File: src/rtl/load_image_pkg.sv
// Shared constants and state encoding for the 1280x1024 frame reader.
// Modules take their own parameters; these are the production defaults.
package load_image_pkg;

  localparam int WIDTH           = 1280;
  localparam int HEIGHT          = 1024;
  localparam int BURST_LEN       = 16;
  localparam int MAX_OUT         = 4;
  localparam int ADDR_W          = 32;
  localparam int BURSTS_PER_LINE = WIDTH / BURST_LEN;
  localparam int TOTAL_BURSTS    = HEIGHT * BURSTS_PER_LINE;

  typedef enum logic [1:0] {
    IDLE = 2'd0,
    RUN  = 2'd1,
    DONE = 2'd2
  } state_t;

endpackage

File: src/rtl/load_image_ar_gen.sv
// AXI read-address generator: walks the frame burst by burst using a row-base
// accumulator and throttles issue on the number of bursts still in flight.
module load_image_ar_gen #(
  parameter int WIDTH     = load_image_pkg::WIDTH,
  parameter int HEIGHT    = load_image_pkg::HEIGHT,
  parameter int BURST_LEN = load_image_pkg::BURST_LEN,
  parameter int MAX_OUT   = load_image_pkg::MAX_OUT,
  parameter int ADDR_W    = load_image_pkg::ADDR_W
) (
  input  logic              ap_clk,
  input  logic              ap_rst,
  input  logic              start_i,
  input  logic              run_i,
  input  logic [ADDR_W-1:0] base_addr_i,
  input  logic [15:0]       stride_i,
  input  logic              r_last_hs_i,
  input  logic              arready_i,
  output logic              arvalid_o,
  output logic [ADDR_W-1:0] araddr_o
);
  import load_image_pkg::*;

  localparam int LINE_BURSTS  = WIDTH / BURST_LEN;
  localparam int FRAME_BURSTS = HEIGHT * LINE_BURSTS;
  localparam int BXW = (LINE_BURSTS > 1) ? $clog2(LINE_BURSTS) : 1;
  localparam int IW  = $clog2(FRAME_BURSTS + 1);
  localparam int OW  = $clog2(MAX_OUT + 1);

  logic [ADDR_W-1:0] row_base_q, row_base_d;
  logic [15:0]       stride_q, stride_d;
  logic [BXW-1:0]    bx_q, bx_d;
  logic [IW-1:0]     issued_q, issued_d;
  logic [OW-1:0]     outst_q, outst_d;
  logic              arvalid_q, arvalid_d;
  logic              ar_hs;

  assign ar_hs     = arvalid_q & arready_i;
  assign arvalid_o = arvalid_q;
  assign araddr_o  = row_base_q + ADDR_W'(bx_q) * ADDR_W'(BURST_LEN * 4);

  always_comb begin
    row_base_d = row_base_q;
    stride_d   = stride_q;
    bx_d       = bx_q;
    issued_d   = issued_q;
    outst_d    = outst_q;
    arvalid_d  = arvalid_q;
    if (start_i) begin
      row_base_d = base_addr_i;
      stride_d   = stride_i;
      bx_d       = '0;
      issued_d   = '0;
      outst_d    = '0;
      arvalid_d  = 1'b1;
    end else if (!run_i) begin
      arvalid_d = 1'b0;
    end else begin
      outst_d = outst_q + OW'(ar_hs) - OW'(r_last_hs_i);
      if (ar_hs) begin
        issued_d = issued_q + IW'(1);
        if (bx_q == BXW'(LINE_BURSTS - 1)) begin
          bx_d       = '0;
          row_base_d = row_base_q + ADDR_W'(stride_q);
        end else begin
          bx_d = bx_q + BXW'(1);
        end
      end
      // A pending request is held with its address until accepted.
      if (!arvalid_q || ar_hs) begin
        arvalid_d = (issued_d < IW'(FRAME_BURSTS)) && (outst_d < OW'(MAX_OUT));
      end
    end
  end

  always_ff @(posedge ap_clk or posedge ap_rst) begin
    if (ap_rst) begin
      row_base_q <= '0;
      stride_q   <= '0;
      bx_q       <= '0;
      issued_q   <= '0;
      outst_q    <= '0;
      arvalid_q  <= 1'b0;
    end else begin
      row_base_q <= row_base_d;
      stride_q   <= stride_d;
      bx_q       <= bx_d;
      issued_q   <= issued_d;
      outst_q    <= outst_d;
      arvalid_q  <= arvalid_d;
    end
  end

endmodule

File: src/rtl/load_image_1280x1024.sv
// Frame reader: fetches one frame over AXI4 read and forwards it unbuffered
// as an AXI4-Stream video stream with start-of-frame and end-of-line flags.
module load_image_1280x1024 #(
  parameter int WIDTH     = load_image_pkg::WIDTH,
  parameter int HEIGHT    = load_image_pkg::HEIGHT,
  parameter int BURST_LEN = load_image_pkg::BURST_LEN,
  parameter int MAX_OUT   = load_image_pkg::MAX_OUT,
  parameter int ADDR_W    = load_image_pkg::ADDR_W
) (
  input  logic              ap_clk,
  input  logic              ap_rst,
  input  logic              ap_start,
  output logic              ap_done,
  output logic              ap_idle,
  output logic              err,
  input  logic [ADDR_W-1:0] base_addr,
  input  logic [15:0]       stride,
  output logic [ADDR_W-1:0] m_axi_araddr,
  output logic [7:0]        m_axi_arlen,
  output logic [2:0]        m_axi_arsize,
  output logic              m_axi_arvalid,
  input  logic              m_axi_arready,
  input  logic [31:0]       m_axi_rdata,
  input  logic [1:0]        m_axi_rresp,
  input  logic              m_axi_rlast,
  input  logic              m_axi_rvalid,
  output logic              m_axi_rready,
  output logic [31:0]       m_axis_video_tdata,
  output logic              m_axis_video_tvalid,
  input  logic              m_axis_video_tready,
  output logic              m_axis_video_tuser,
  output logic              m_axis_video_tlast
);
  import load_image_pkg::*;

  localparam int XW = (WIDTH > 1) ? $clog2(WIDTH) : 1;
  localparam int YW = (HEIGHT > 1) ? $clog2(HEIGHT) : 1;
  localparam int BW = (BURST_LEN > 1) ? $clog2(BURST_LEN) : 1;

  state_t         state_q, state_d;
  logic [XW-1:0]  x_q, x_d;
  logic [YW-1:0]  y_q, y_d;
  logic [BW-1:0]  beat_q, beat_d;
  logic           err_q, err_d;

  logic run, start_acc, hs, last_x, last_y, last_beat, beat_bad;

  assign run       = (state_q == RUN);
  assign start_acc = (state_q == IDLE) & ap_start;
  assign hs        = run & m_axi_rvalid & m_axis_video_tready;
  assign last_x    = (x_q == XW'(WIDTH - 1));
  assign last_y    = (y_q == YW'(HEIGHT - 1));
  assign last_beat = (beat_q == BW'(BURST_LEN - 1));
  // Counters follow the beat count; a misplaced or missing rlast only flags.
  assign beat_bad  = (m_axi_rresp != 2'b00) | (m_axi_rlast != last_beat);

  always_comb begin
    state_d = state_q;
    x_d     = x_q;
    y_d     = y_q;
    beat_d  = beat_q;
    err_d   = err_q;
    unique case (state_q)
      IDLE: begin
        if (ap_start) begin
          state_d = RUN;
          x_d     = '0;
          y_d     = '0;
          beat_d  = '0;
          err_d   = 1'b0;
        end
      end
      RUN: begin
        if (hs) begin
          if (beat_bad) err_d = 1'b1;
          beat_d = last_beat ? '0 : beat_q + BW'(1);
          if (last_x) begin
            x_d = '0;
            if (last_y) begin
              y_d     = '0;
              state_d = DONE;
            end else begin
              y_d = y_q + YW'(1);
            end
          end else begin
            x_d = x_q + XW'(1);
          end
        end
      end
      DONE:    state_d = IDLE;
      default: state_d = IDLE;
    endcase
  end

  always_ff @(posedge ap_clk or posedge ap_rst) begin
    if (ap_rst) begin
      state_q <= IDLE;
      x_q     <= '0;
      y_q     <= '0;
      beat_q  <= '0;
      err_q   <= 1'b0;
    end else begin
      state_q <= state_d;
      x_q     <= x_d;
      y_q     <= y_d;
      beat_q  <= beat_d;
      err_q   <= err_d;
    end
  end

  assign ap_done = (state_q == DONE);
  assign ap_idle = (state_q == IDLE);
  // The offending beat already shows the flag in its own cycle.
  assign err     = err_q | (hs & beat_bad);

  assign m_axi_arlen  = 8'(BURST_LEN - 1);
  assign m_axi_arsize = 3'b010;
  assign m_axi_rready = m_axis_video_tready & run;

  assign m_axis_video_tdata  = m_axi_rdata;
  assign m_axis_video_tvalid = m_axi_rvalid & run;
  assign m_axis_video_tuser  = run & (x_q == '0) & (y_q == '0);
  assign m_axis_video_tlast  = run & last_x;

  load_image_ar_gen #(
    .WIDTH     (WIDTH),
    .HEIGHT    (HEIGHT),
    .BURST_LEN (BURST_LEN),
    .MAX_OUT   (MAX_OUT),
    .ADDR_W    (ADDR_W)
  ) u_ar_gen (
    .ap_clk      (ap_clk),
    .ap_rst      (ap_rst),
    .start_i     (start_acc),
    .run_i       (run),
    .base_addr_i (base_addr),
    .stride_i    (stride),
    .r_last_hs_i (hs & m_axi_rlast),
    .arready_i   (m_axi_arready),
    .arvalid_o   (m_axi_arvalid),
    .araddr_o    (m_axi_araddr)
  );

endmodule

File: config.mk
export PLATFORM = sky130hd
export DESIGN_NAME = load_image_1280x1024
export DESIGN_NICKNAME = d
export VERILOG_FILES = /design/src/rtl/load_image_pkg.sv /design/src/rtl/load_image_ar_gen.sv /design/src/rtl/load_image_1280x1024.sv
export SDC_FILE = /design/constraint.sdc
export NUM_CORES = 1
export LEC_CHECK = 0
export CORE_MARGIN = 10
export CORE_UTILIZATION = 29
export CTS_CLUSTER_DIAMETER = 120
export CTS_CLUSTER_SIZE = 25
export DETAILED_ROUTE_END_ITERATION = 7
export GPL_ROUTABILITY_DRIVEN = 0
export SLEW_MARGIN = 20
export SYNTH_ARGS = -nofsm -noshare
export SYNTH_HDL_FRONTEND = slang
export SYNTH_HIERARCHICAL = 1
export SYNTH_SLANG_ARGS = --single-unit
File: constraint.sdc
create_clock -name ap_clk -period 4.2 [get_ports ap_clk]
set_clock_uncertainty 0.15 [all_clocks]
set_input_delay 0.63 -clock ap_clk [delete_from_list [all_inputs] [get_ports ap_clk]]
set_output_delay 0.63 -clock ap_clk [all_outputs]
set_load 0.02 [all_outputs]
==> metrics <==
vias in the first global route=approximately 6000; Post-synth ARST share=1.00; drt pass-1 iters=5; Via density=between 5 and 6; Syn Std Cell Area=~0.0073 mm^2; fillcell total=approximately 2500; core region area=between 0.02 and 0.025 mm^2; Die Footprint=~0.032 mm^2; clock-pin slew on the worst setup and hold paths=~80 ps; crit-path max FO=6; Synth Warn #=6; complex-gate fraction of the synthesized area=0.155; Hold Crit Depth=1; vias=between 5000 and 6000; crit path launch type=register; Synth Area in Simple Gates=0.217; smallest hold slack=between 300 and 400 ps; achievable frequency=254 MHz; I/O pin count=about 170; Reg2Reg Depth=9; PwrDens=395 mW/mm^2; Worst-Margin Slew=~910 ps; Clock Latency Late Sink=between 300 and 400 ps; Slew HR=0.393; Synth Area in XOR/XNOR=0.0846; critical path capture point type=output port; pins over their slew limit=0; max_cap viols=0; Post-CTS Setup Inserts=0; die height=about 180 um; Final ANT Viol Nets=0; Post-layout nets=975; Remaining Overflow, GRT=0; Tcrit/Tclk final=0.939; share of layout cells above drive strength 1=0.0923; commonest non-fill, non-tap cell in the layout=dfrtp_1; DR WL/cell=approximately 16 um; final hold vios=0; Critical Path RT=3420 ps; status=finished clean; Leakage Power=between 3 and 4 nW; mux contribution to synthesized area=0.0392; total power=about 3.4 mW; final core utilization=0.350; Final setup viols=0; Die X-Extent=between 150 and 200 um; GRT Overall Usage=0.122; largest family of logic cells by synthesized area=simple AND/OR/NAND/NOR gates; largest net degree at the start of global routing=65; commonest cells after routing, fill and taps aside=dfrtp_1 (104), clkdlybuf4s50_1 (90), nand2_1 (80); post-synthesis to final-layout area growth=18.2%; final wirelength=19200 um; total CTS buffers=9; RSZ-0062 raised after global routing=no; Hold Path Class=register to register; WS Path Type=register to output port; Std-Cell Rows=57; Syn Area/Cell=9.04 um^2; DRC=0; clk buf depth=2; DPL Wire Length=~15000 um; Post-synth EDFFs=0; CTS Sinks=~100; worst endpoint data arrival time=3160 ps; register bit count reported by yosys=~100; global-route wire length before repair=31400 um; setup_tns=0 ps; top_reg_cell synth=dfrtp_1; CTS tree=yes; maximum VDD drop=0.000182 V; sequential fraction of the synthesis area=0.359; H-tree depth=3; antenna fix cells=0; Detailed Route Iter0 Violations=~320; adder-cell share of the synthesized area=0.0635; Initial Util=0.296; Port Buffers=96; initial antenna violation count=0; CTS Root Cell=clkbuf_16; final critical delay including setup and external delays=a little under 4000 ps; Cells after Synth=roughly 800; Cell variety after synth=80
layout make-up:
type,instances,area (um^2),share of cell area
multi-input combinational,603,4100,0.478
clock buffer,10,239,0.0279
sequential,104,2600,0.304
timing repair buffer,112,1090,0.127
inverter,21,82.6,0.00964
tap,324,405,0.0473
clock inverter,6,52.6,0.00613
worst paths after layout:
check                                        startpoint                                   to  slack (ps)
setup / recovery           u_ar_gen/bx_q[0]$_DFFE_PP0P_                     m_axi_araddr[28]         260
hold / removal                   state_q[1]$_DFFE_PP0P_               state_q[0]$_DFFE_PP0P_         350
setup reg to reg                 state_q[0]$_DFFE_PP0P_  u_ar_gen/row_base_q[28]$_DFFE_PP0P_        1140
hold reg to reg                  state_q[1]$_DFFE_PP0P_               state_q[0]$_DFFE_PP0P_         350
max in group asynchronous                        ap_rst  u_ar_gen/row_base_q[17]$_DFFE_PP0P_        2690
min in group asynchronous                        ap_rst  u_ar_gen/row_base_q[30]$_DFFE_PP0P_         470
power by group:
part           leakage (nW)  internal (mW)  total, mW  switching [mW]
registers              1.30           1.16       1.37           0.209
logic                  2.10          0.551       1.17           0.615
clock network         0.137          0.427      0.850           0.423
state kept, by name, indices dropped and copies added, names as in the netlist:
register	count
u_ar_gen/arvalid_o	1
u_ar_gen/bx_q	7
u_ar_gen/outst_q	3
x_q	11
beat_q	4
u_ar_gen/row_base_q	32
u_ar_gen/stride_q	16
y_q	10
err_q	1
state_q	2
u_ar_gen/issued_q	17
per-stage QoR:
stage	setup WS [ps]	cell area [um^2]	cells
after floorplan	957	7280	811
after global placement	403	8280	1164
after detailed placement	358	8280	1164
after CTS	105	8570	1180
after global routing	20.6	8570	1180
final	256	8570	1180
cell families (layout without fill, tap and decap cells):
kind of cell | Yosys count | after routing
mux | 26 | 26
fa+ha+maj | 35 | 35
other cells | 2 | 11
buf+inv | 104 | 149
xor+xnor | 70 | 70
compound gates | 161 | 161
flops | 104 | 104
simple gates | 300 | 300
worst max-delay path, cell delays in order (launching register included):
cell	delay, ps
dfrtp_1	410
ha_1	190
inv_1	60
fa_1	400
nor2b_1	130
o21a_1	130
o21ai_0	160
a21o_1	300
or2_2	360
nor2_1	160
xor2_1	150
dlygate4sd2_1	360
routing by layer:
metal | GRT usage | vias up | share of wire
li1 | - | 2912 | -
met1 | 0.158 | 2869 | 0.47
met2 | 0.197 | 120 | 0.47
met3 | 0.0292 | 18 | 0.052
met4 | 0.0354 | 0 | 0.014
met5 | 0 | - | 0
timing repair:
item | 4_1_cts | 5_1_grt
resized for setup | 5 | 1
hold buffers | 0 | 0
setup endpoints to repair | 5 | 1
Yosys cell counts (10+ instances only):
library cell,n,area share
nor2b_1,14,0.012
xnor2_1,35,0.042
nor3_1,19,0.013
ha_1,32,0.055
clkbuf_1,22,0.011
mux2_2,19,0.030
nand4_1,21,0.018
nand3_1,27,0.019
a21o_1,10,0.010
nor2_1,55,0.028
nand2_1,80,0.041
a21oi_1,36,0.025
xor2_1,35,0.042
or3_1,13,0.011
o21ai_0,32,0.022
o21ai_1,12,0.0083
inv_1,20,0.010
dfrtp_1,104,0.36
buf_4,49,0.051
Note: power is estimated with default switching activity, not from simulation.
